## src/rtl/disp_pkg.sv

```systemverilog
// Shared constants, FSM state type and the double-dabble step used by the
// seven-segment scan controller.
package disp_pkg;

  localparam logic [3:0] BLANK_CODE  = 4'hF;
  localparam int         NUM_DIGITS  = 8;
  localparam int         HALF_DIGITS = 4;
  localparam int         BIN_W       = 16;
  localparam int         BCD_W       = 20;

  typedef enum logic [1:0] {
    S_IDLE   = 2'd0,
    S_CONV1  = 2'd1,
    S_CONV2  = 2'd2,
    S_COMMIT = 2'd3
  } state_t;

  // One shift-add-3 iteration: bias every BCD digit >= 5, then shift in the next binary bit.
  function automatic logic [BCD_W-1:0] dabble_step(input logic [BCD_W-1:0] acc,
                                                   input logic             bit_in);
    logic [BCD_W-1:0] adj;
    adj = acc;
    for (int i = 0; i < BCD_W / 4; i++) begin
      if (adj[4*i +: 4] >= 4'd5) adj[4*i +: 4] = adj[4*i +: 4] + 4'd3;
    end
    return {adj[BCD_W-2:0], bit_in};
  endfunction

endpackage

```

## src/rtl/bcd_dabble16.sv

```systemverilog
// Sequential 16-bit binary to 20-bit BCD converter: one shift-add-3 step per
// cycle, 16 steps per conversion, the first step taken on the start edge.
module bcd_dabble16
  import disp_pkg::*;
(
  input  logic        Clk,
  input  logic        Rst,
  input  logic        start,
  input  logic [15:0] din,
  output logic        done,
  output logic [19:0] bcd
);

  logic [BIN_W-1:0] sr;
  logic [3:0]       steps;
  logic             run;

  // done is high in the cycle whose closing edge performs the 16th step,
  // so bcd holds the finished result immediately after that edge.
  assign done = run && (steps == 4'd15);

  always_ff @(posedge Clk or posedge Rst) begin
    if (Rst) begin
      sr    <= '0;
      steps <= '0;
      run   <= 1'b0;
      bcd   <= '0;
    end else if (start) begin
      bcd   <= dabble_step('0, din[BIN_W-1]);
      sr    <= {din[BIN_W-2:0], 1'b0};
      steps <= 4'd1;
      run   <= 1'b1;
    end else if (run) begin
      bcd   <= dabble_step(bcd, sr[BIN_W-1]);
      sr    <= {sr[BIN_W-2:0], 1'b0};
      steps <= steps + 4'd1;
      if (steps == 4'd15) run <= 1'b0;
    end
  end

endmodule

```

## src/rtl/display_scan_controller.sv

```systemverilog
// Captures two 16-bit values, converts them to BCD with a shared shift-add-3
// engine, commits all eight digits atomically and scans them onto one decoder.
module display_scan_controller
  import disp_pkg::*;
#(
  parameter int CNT_W         = 20,
  parameter bit BLANK_LEADING = 1'b1
) (
  input  logic        Clk,
  input  logic        Rst,
  input  logic [15:0] Number1,
  input  logic [15:0] Number2,
  input  logic        Load,
  output logic        Busy,
  output logic        Overflow1,
  output logic        Overflow2,
  output logic [3:0]  in4,
  output logic [7:0]  en_out
);

  state_t                  state;
  logic                    start_q;
  logic                    pending;
  logic                    conv_done;
  logic [BIN_W-1:0]        shadow1, shadow2, pend1, pend2, conv_din;
  logic [BCD_W-1:0]        bcd1, conv_bcd;
  logic [4*NUM_DIGITS-1:0] digits;
  logic [CNT_W-1:0]        cnt;
  logic [2:0]              sel;
  logic [1:0]              pos;
  logic [4*HALF_DIGITS-1:0] half;
  logic                    half_ovf;
  logic                    lead_zero;
  logic [3:0]              raw;
  logic [3:0]              shown;

  assign conv_din = (state == S_CONV2) ? shadow2 : shadow1;

  bcd_dabble16 u_dabble (
    .Clk   (Clk),
    .Rst   (Rst),
    .start (start_q),
    .din   (conv_din),
    .done  (conv_done),
    .bcd   (conv_bcd)
  );

  // Load is a one-cycle request with no ready: it is always accepted, into the
  // shadow regs when idle and into the single pending slot (last one wins) otherwise.
  always_ff @(posedge Clk or posedge Rst) begin
    if (Rst) begin
      state     <= S_IDLE;
      start_q   <= 1'b0;
      Busy      <= 1'b0;
      pending   <= 1'b0;
      shadow1   <= '0;
      shadow2   <= '0;
      pend1     <= '0;
      pend2     <= '0;
      bcd1      <= '0;
      digits    <= '0;
      Overflow1 <= 1'b0;
      Overflow2 <= 1'b0;
    end else begin
      start_q <= 1'b0;
      case (state)
        S_IDLE: begin
          if (Load) begin
            shadow1 <= Number1;
            shadow2 <= Number2;
            Busy    <= 1'b1;
            start_q <= 1'b1;
            state   <= S_CONV1;
          end
        end
        S_CONV1: begin
          if (Load) begin
            pend1   <= Number1;
            pend2   <= Number2;
            pending <= 1'b1;
          end
          if (conv_done) begin
            start_q <= 1'b1;
            state   <= S_CONV2;
          end
        end
        S_CONV2: begin
          if (Load) begin
            pend1   <= Number1;
            pend2   <= Number2;
            pending <= 1'b1;
          end
          // The engine still holds the first result until its restart edge.
          if (start_q) bcd1 <= conv_bcd;
          if (conv_done) state <= S_COMMIT;
        end
        S_COMMIT: begin
          digits    <= {conv_bcd[15:0], bcd1[15:0]};
          Overflow1 <= |bcd1[19:16];
          Overflow2 <= |conv_bcd[19:16];
          if (Load) begin
            shadow1 <= Number1;
            shadow2 <= Number2;
            pending <= 1'b0;
            start_q <= 1'b1;
            state   <= S_CONV1;
          end else if (pending) begin
            shadow1 <= pend1;
            shadow2 <= pend2;
            pending <= 1'b0;
            start_q <= 1'b1;
            state   <= S_CONV1;
          end else begin
            Busy  <= 1'b0;
            state <= S_IDLE;
          end
        end
        default: state <= S_IDLE;
      endcase
    end
  end

  always_comb begin
    sel      = cnt[CNT_W-1 -: 3];
    pos      = sel[1:0];
    half     = sel[2] ? digits[31:16] : digits[15:0];
    half_ovf = sel[2] ? Overflow2 : Overflow1;
    raw      = half[{pos, 2'b00} +: 4];
    case (pos)
      2'd1:    lead_zero = (half[15:4] == 12'd0);
      2'd2:    lead_zero = (half[15:8] == 8'd0);
      2'd3:    lead_zero = (half[15:12] == 4'd0);
      default: lead_zero = 1'b0;
    endcase
    if (half_ovf || (BLANK_LEADING && lead_zero)) shown = BLANK_CODE;
    else                                          shown = raw;
  end

  always_ff @(posedge Clk or posedge Rst) begin
    if (Rst) begin
      cnt    <= '0;
      en_out <= 8'hFF;
      in4    <= BLANK_CODE;
    end else begin
      cnt    <= cnt + 1'b1;
      en_out <= ~(8'b1 << sel);
      in4    <= shown;
    end
  end

endmodule

```

## config.mk

```make
export PLATFORM = sky130hd
export DESIGN_NAME = display_scan_controller
export DESIGN_NICKNAME = d
export VERILOG_FILES = /design/src/rtl/disp_pkg.sv /design/src/rtl/bcd_dabble16.sv /design/src/rtl/display_scan_controller.sv
export SDC_FILE = /design/constraint.sdc
export NUM_CORES = 1
export LEC_CHECK = 0
export CAP_MARGIN = 20
export CORE_MARGIN = 2
export CORE_UTILIZATION = 64
export CTS_CLUSTER_SIZE = 24
export DETAILED_ROUTE_END_ITERATION = 16
export PLACE_DENSITY = 0.88
export SLEW_MARGIN = 20
export SYNTH_ARGS = -nofsm -noshare
export SYNTH_HDL_FRONTEND = slang
export SYNTH_HIERARCHICAL = 1
export SYNTH_SLANG_ARGS = --single-unit
```

## constraint.sdc

```tcl
create_clock -name Clk -period 14.36 [get_ports Clk]
set_input_delay 1.436 -clock Clk [delete_from_list [all_inputs] [get_ports Clk]]
set_output_delay 1.436 -clock Clk [all_outputs]
set_load 0.005 [all_outputs]
```

### After elaboration in Yosys (flattened, before gate mapping)

Index checks and enable logic that the tools add are counted.

* output and inout port bits: 15
* word-level logic and storage cells: 109
* input bits: 35
* flip-flop bits (word level): 196

* shift operators: 2
* add/sub/neg operators: 7
* bitwise gates (word level): 1
* equality and inequality tests: 14
* reduce and logical (&&, ||, !) cells: 18
* multiplexer cells: 43
* magnitude comparators: 5

Operator list (number)
* $mux W16: 10
* $pmux W16 S2: 2
* $mux W20: 2
* $mux W4: 7
* $add A20 B1 Y20 const B: 1
* $ge A4 B3 Y1 const B: 5
* $add A4 B2 Y4 const B: 4
* $shiftx A16 B5 Y4: 1
* $mux W1: 13
* $logic_not A12 Y1: 1
* $ne A2 B2 Y1 const B: 5
* $eq A2 B2 Y1 const B: 4
* $logic_not A8 Y1: 1
* $not A8 Y8: 1
* $pmux W2 S4: 1
* $reduce_or A4 Y1: 2
* $shl A1 B3 Y8 const A: 1
* $mux W2: 3
* $pmux W1 S3: 2
* $reduce_and A2 Y1: 3
* $reduce_and A3 Y1: 2
* $reduce_bool A2 Y1: 3
* $add A4 B1 Y4 const B: 1
* $eq A2 B1 Y1 const B: 2
* other kinds (12): 13

### Longest topological paths before layout

* word-level depth: 5
* gate-level depth with buffers: 8

### Hierarchy

The synthesis kept the hierarchy.

Modules (own cells, without submodules)
* display_scan_controller: cells an instance 520, area an instance 6814.0 um2, seq. area each 3893.7 um2, times used 1
* bcd_dabble16: cells an instance 220, area an instance 2153.3 um2, seq. area each 1001.0 um2, times used 1

### Least setup slack after synthesis

No wires, ideal clock.

* kind: in2reg
* start: in Load
* end: reg pend1[0]
* path slack: 11.969 ns
* data required time: 14.235 ns
* buffers on the path: 2
* stages on the path: 4
* setup time: 0.125 ns
* data arrival time: 2.266 ns
* cell sequence: buf_2 -> nand2_1 -> buf_2 -> mux2_2

* longest elaborated chain between the ends: 1

RTL lines
* start, declared: RTL line display_scan_controller.sv:13 `input logic Load,`
* $reduce_and A2 Y1 (no line)
* end signal, assigned: RTL line display_scan_controller.sv:78 `pend1 <= Number1;`
* end signal, assigned: RTL line display_scan_controller.sv:89 `pend1 <= Number1;`
* end, declared: RTL line display_scan_controller.sv:25 `logic [BIN_W-1:0] shadow1, shadow2, pend1, pend2, conv_din;`

No other way between the ends.
A chain may end at the register's enable or synchronous reset.

### Final worst setup path

* start: in Load
* end: reg shadow1[14]

* longest elaborated chain between the ends: 2

RTL lines
* $ne A3 B3 Y1 (no line) (tied with other cells)
* $reduce_and A3 Y1 (no line) / $pmux W16 S2 (equally long branches)
* end signal, assigned: RTL line display_scan_controller.sv:69 `shadow1 <= Number1;`
* end signal, assigned: RTL line display_scan_controller.sv:102 `shadow1 <= Number1;`
* end signal, assigned: RTL line display_scan_controller.sv:108 `shadow1 <= pend1;`
* end, declared: RTL line display_scan_controller.sv:25

Several ways; a longest one is shown, not always the timed one.

==> flow_summary.yaml <==
run:
  max_cap_violations: 0
place:
  dp_slack_ns: 10.75
  dp_cells: 934
  globalplace.congestion: 0.815
  dp_hpwl_um: 11300
  port_buffers: 49
yosys:
  async_flop_share: 1.00
  synth_top_cell_by_area: "dfrtp_1"
  synthesis.instances: 740
  syn_area_per_cell_um2: 12.1
  syn_area_um2: 8970
  syn-num-nets: 791
  synth_edf_count: 0
  synth_most_common_cell: "dfrtp_1"
  synth_seq_area_share: 0.546
  ys_types: 55
  ys_top_cells_by_count: "183 x dfrtp_1, 105 x mux2_2, 73 x nand2_1"
  synth-main-ff-cell: "dfrtp_1"
  yosysTopAreaCellShare: 0.511
  ys_seq_elements: 195
  synth_warnings: 6
  synth.top_cells.by_area: "dfrtp_1 51%, mux2_2 13%, mux2i_1 5.9%"
final_layout:
  nets: 824
  drive_gt1_frac: 0.221
  diodes: 0
  area.growth.synth_to_final_pct: 12.5
  stdcell_count: 966
  fillers: 948
clock_network:
  htree_num_levels: 4
  clock-sinks: 195
  cts_tree: "done"
  hold_buffers: 0
  cts_resized: 0
  clock_path_buffers: 2
  clk_pin_slew_ns: 0.07
  clockRootBuffer: "clkbuf_16"
  cts_setup_buffers: 0
  numCtsBuffers: 17
  clk_latency_ns: 0.43
timing:
  final_max_slew_viol_count: 0
  relSlewSlack: 0.288
  finalHoldWorstSlack_ns: 0.454
  rsz0062_at_grt: "no"
  skew_ns: 0.00726
  finalHoldViolations: 0
  fin_crit_sh: 0.223
  max_freq_mhz: 312
  worst_slack_ns: 11.15
  worstMarginPinSlew_ns: 1.07
  finalSetupViolations: 0
  fin_crit_ns: 3.21
  tns_ns: 0
global_route:
  grt_usage: 0.258
  grt_pass1_vias: 6212
  overflow: 0
  grt_max_degree: 87
  grt_pass1_wl_um: 29700
  antenna_found_initial: 0
routing:
  vias_per_cell: 6.00
  post_drt_wl_per_cell_um: 18.2
  first_iter_violations: 577
  dr.pass1.iters: 6
  antenna_left: 0
  via_count: 5794
  drt-total-wl_um: 17600
  route.detailed.drc: 0
setup_path:
  path_cells: "clkdlybuf4s50_1 -> nand2b_2 -> mux2i_1 -> o21ai_0"
  path_buf_inv: 1
  required_ns: 14.63
  max_stage_delay_ns: 0.90
  critPathLaunchType: "primary input"
  cp.arrival_ns: 3.48
  end_kind: "flip-flop"
  crit_type: "primary input to flip-flop"
  path_max_fanout: 32
  cp_slowest_cell: "nand2b_2"
  critical_path.top_delay_family: "simple AND/OR/NAND/NOR gates"
power:
  p_per_area_nw_per_um2: 205
  leakagePower_uw: 0.00472
  power_uw: 2070
  peakVddDrop_mv: 0.121
floorplan:
  io_pins: 50
  start_util: 0.651
  rows: 43
  die_w_um: 122
  core-area_um2: 13800
  die_h_um: 122
  die_area_um2: 15000
hold_path:
  hp-class: "flip-flop to flip-flop"
status:
  outcome: "finished, final reports clean"
==> worst register-to-register path: stages, from the launching register on <==
cell and delay, ns:
dfrtp_1 0.43, inv_1 0.11, ha_1 0.73, nand2_1 0.80
mux2_2 0.54
==> path summary, 6_finish.rpt <==
check                      startpoint     endpoint  slack [ns]  cells past startpoint
max                              Load  shadow1[14]       11.15                      4
max in group asynchronous         Rst    digits[0]       11.74                      3
max reg2reg                  state[0]      bcd1[6]       11.63                      4
min reg2reg                    cnt[0]       cnt[0]        0.45                      1
min                            cnt[0]       cnt[0]        0.45                      1
min in group asynchronous         Rst     pend1[7]        1.49                      2
==> logic make-up after synthesis <==
group,Yosys count,share of synthesized area
xor gates and xnor gates,25,0.0244
adders and majority gates,16,0.0223
buffers and inverters,60,0.0373
muxes,164,0.204
DFF,195,0.546
and+or+nand+nor,164,0.0875
AOI/OAI and AO/OA,116,0.0783
==> through the flow <==
step            util  cell area, um^2
6_report       0.733            10100
5_1_grt        0.733            10100
4_1_cts        0.732            10100
3_5_place_dp   0.689             9490
3_3_place_gp   0.689             9490
2_1_floorplan      -             8970
==> routing by layer <==
metal	routed length [um]	part of all wire	GRT usage
met2	9330	0.53	0.450
met1	7010	0.40	0.302
met3	596	0.034	0.0483
met5	0	0	0
met4	613	0.035	0.136
==> cell type report <==
type	instances	area, um^2	area share
Sequential cell	195	4900	0.485
Multi-Input combinational cell	485	3750	0.371
Timing Repair Buffer	56	547	0.0542
Clock buffer	17	425	0.0422
Tap cell	180	225	0.0223
Clock inverter	15	178	0.0176
Inverter	18	72.6	0.00719
==> report_power, final <==
group	internal, uW	total, uW	switching [uW]
registers	749	891	141
clock network	276	485	209
logic	343	692	349
==> sequential cells by signal, summed over array words and instances (netlist names), 2 cells and up <==
register	cells
pend1	16
shadow1	16
shadow2	16
u_dabble/bcd	20
pend2	16
u_dabble/steps	4
bcd1	20
state	2
cnt	20
u_dabble/sr	15
digits	32
en_out	8
in4	4
==> cell usage in the layout, fill, tap and decap left out, types with 11 or more instances in the layout <==
master           Yosys  layout
o21ai_0             43      43
nand3_1             15      15
clkdlybuf4s50_1      0      49
mux2i_1             53      53
inv_1               17      16
clkbuf_16            0      17
dfrtp_1            183     182
nand2_1             73      73
nand2b_1            12      11
a21oi_1             15      15
o21ai_1             21      21
xnor2_1             12      12
xor2_1              13      13
nor2_1              21      21
dfstp_2             12      12
ha_1                16      16
mux2_2             105     105
No activity file was read; power rests on OpenSTA's default activity.
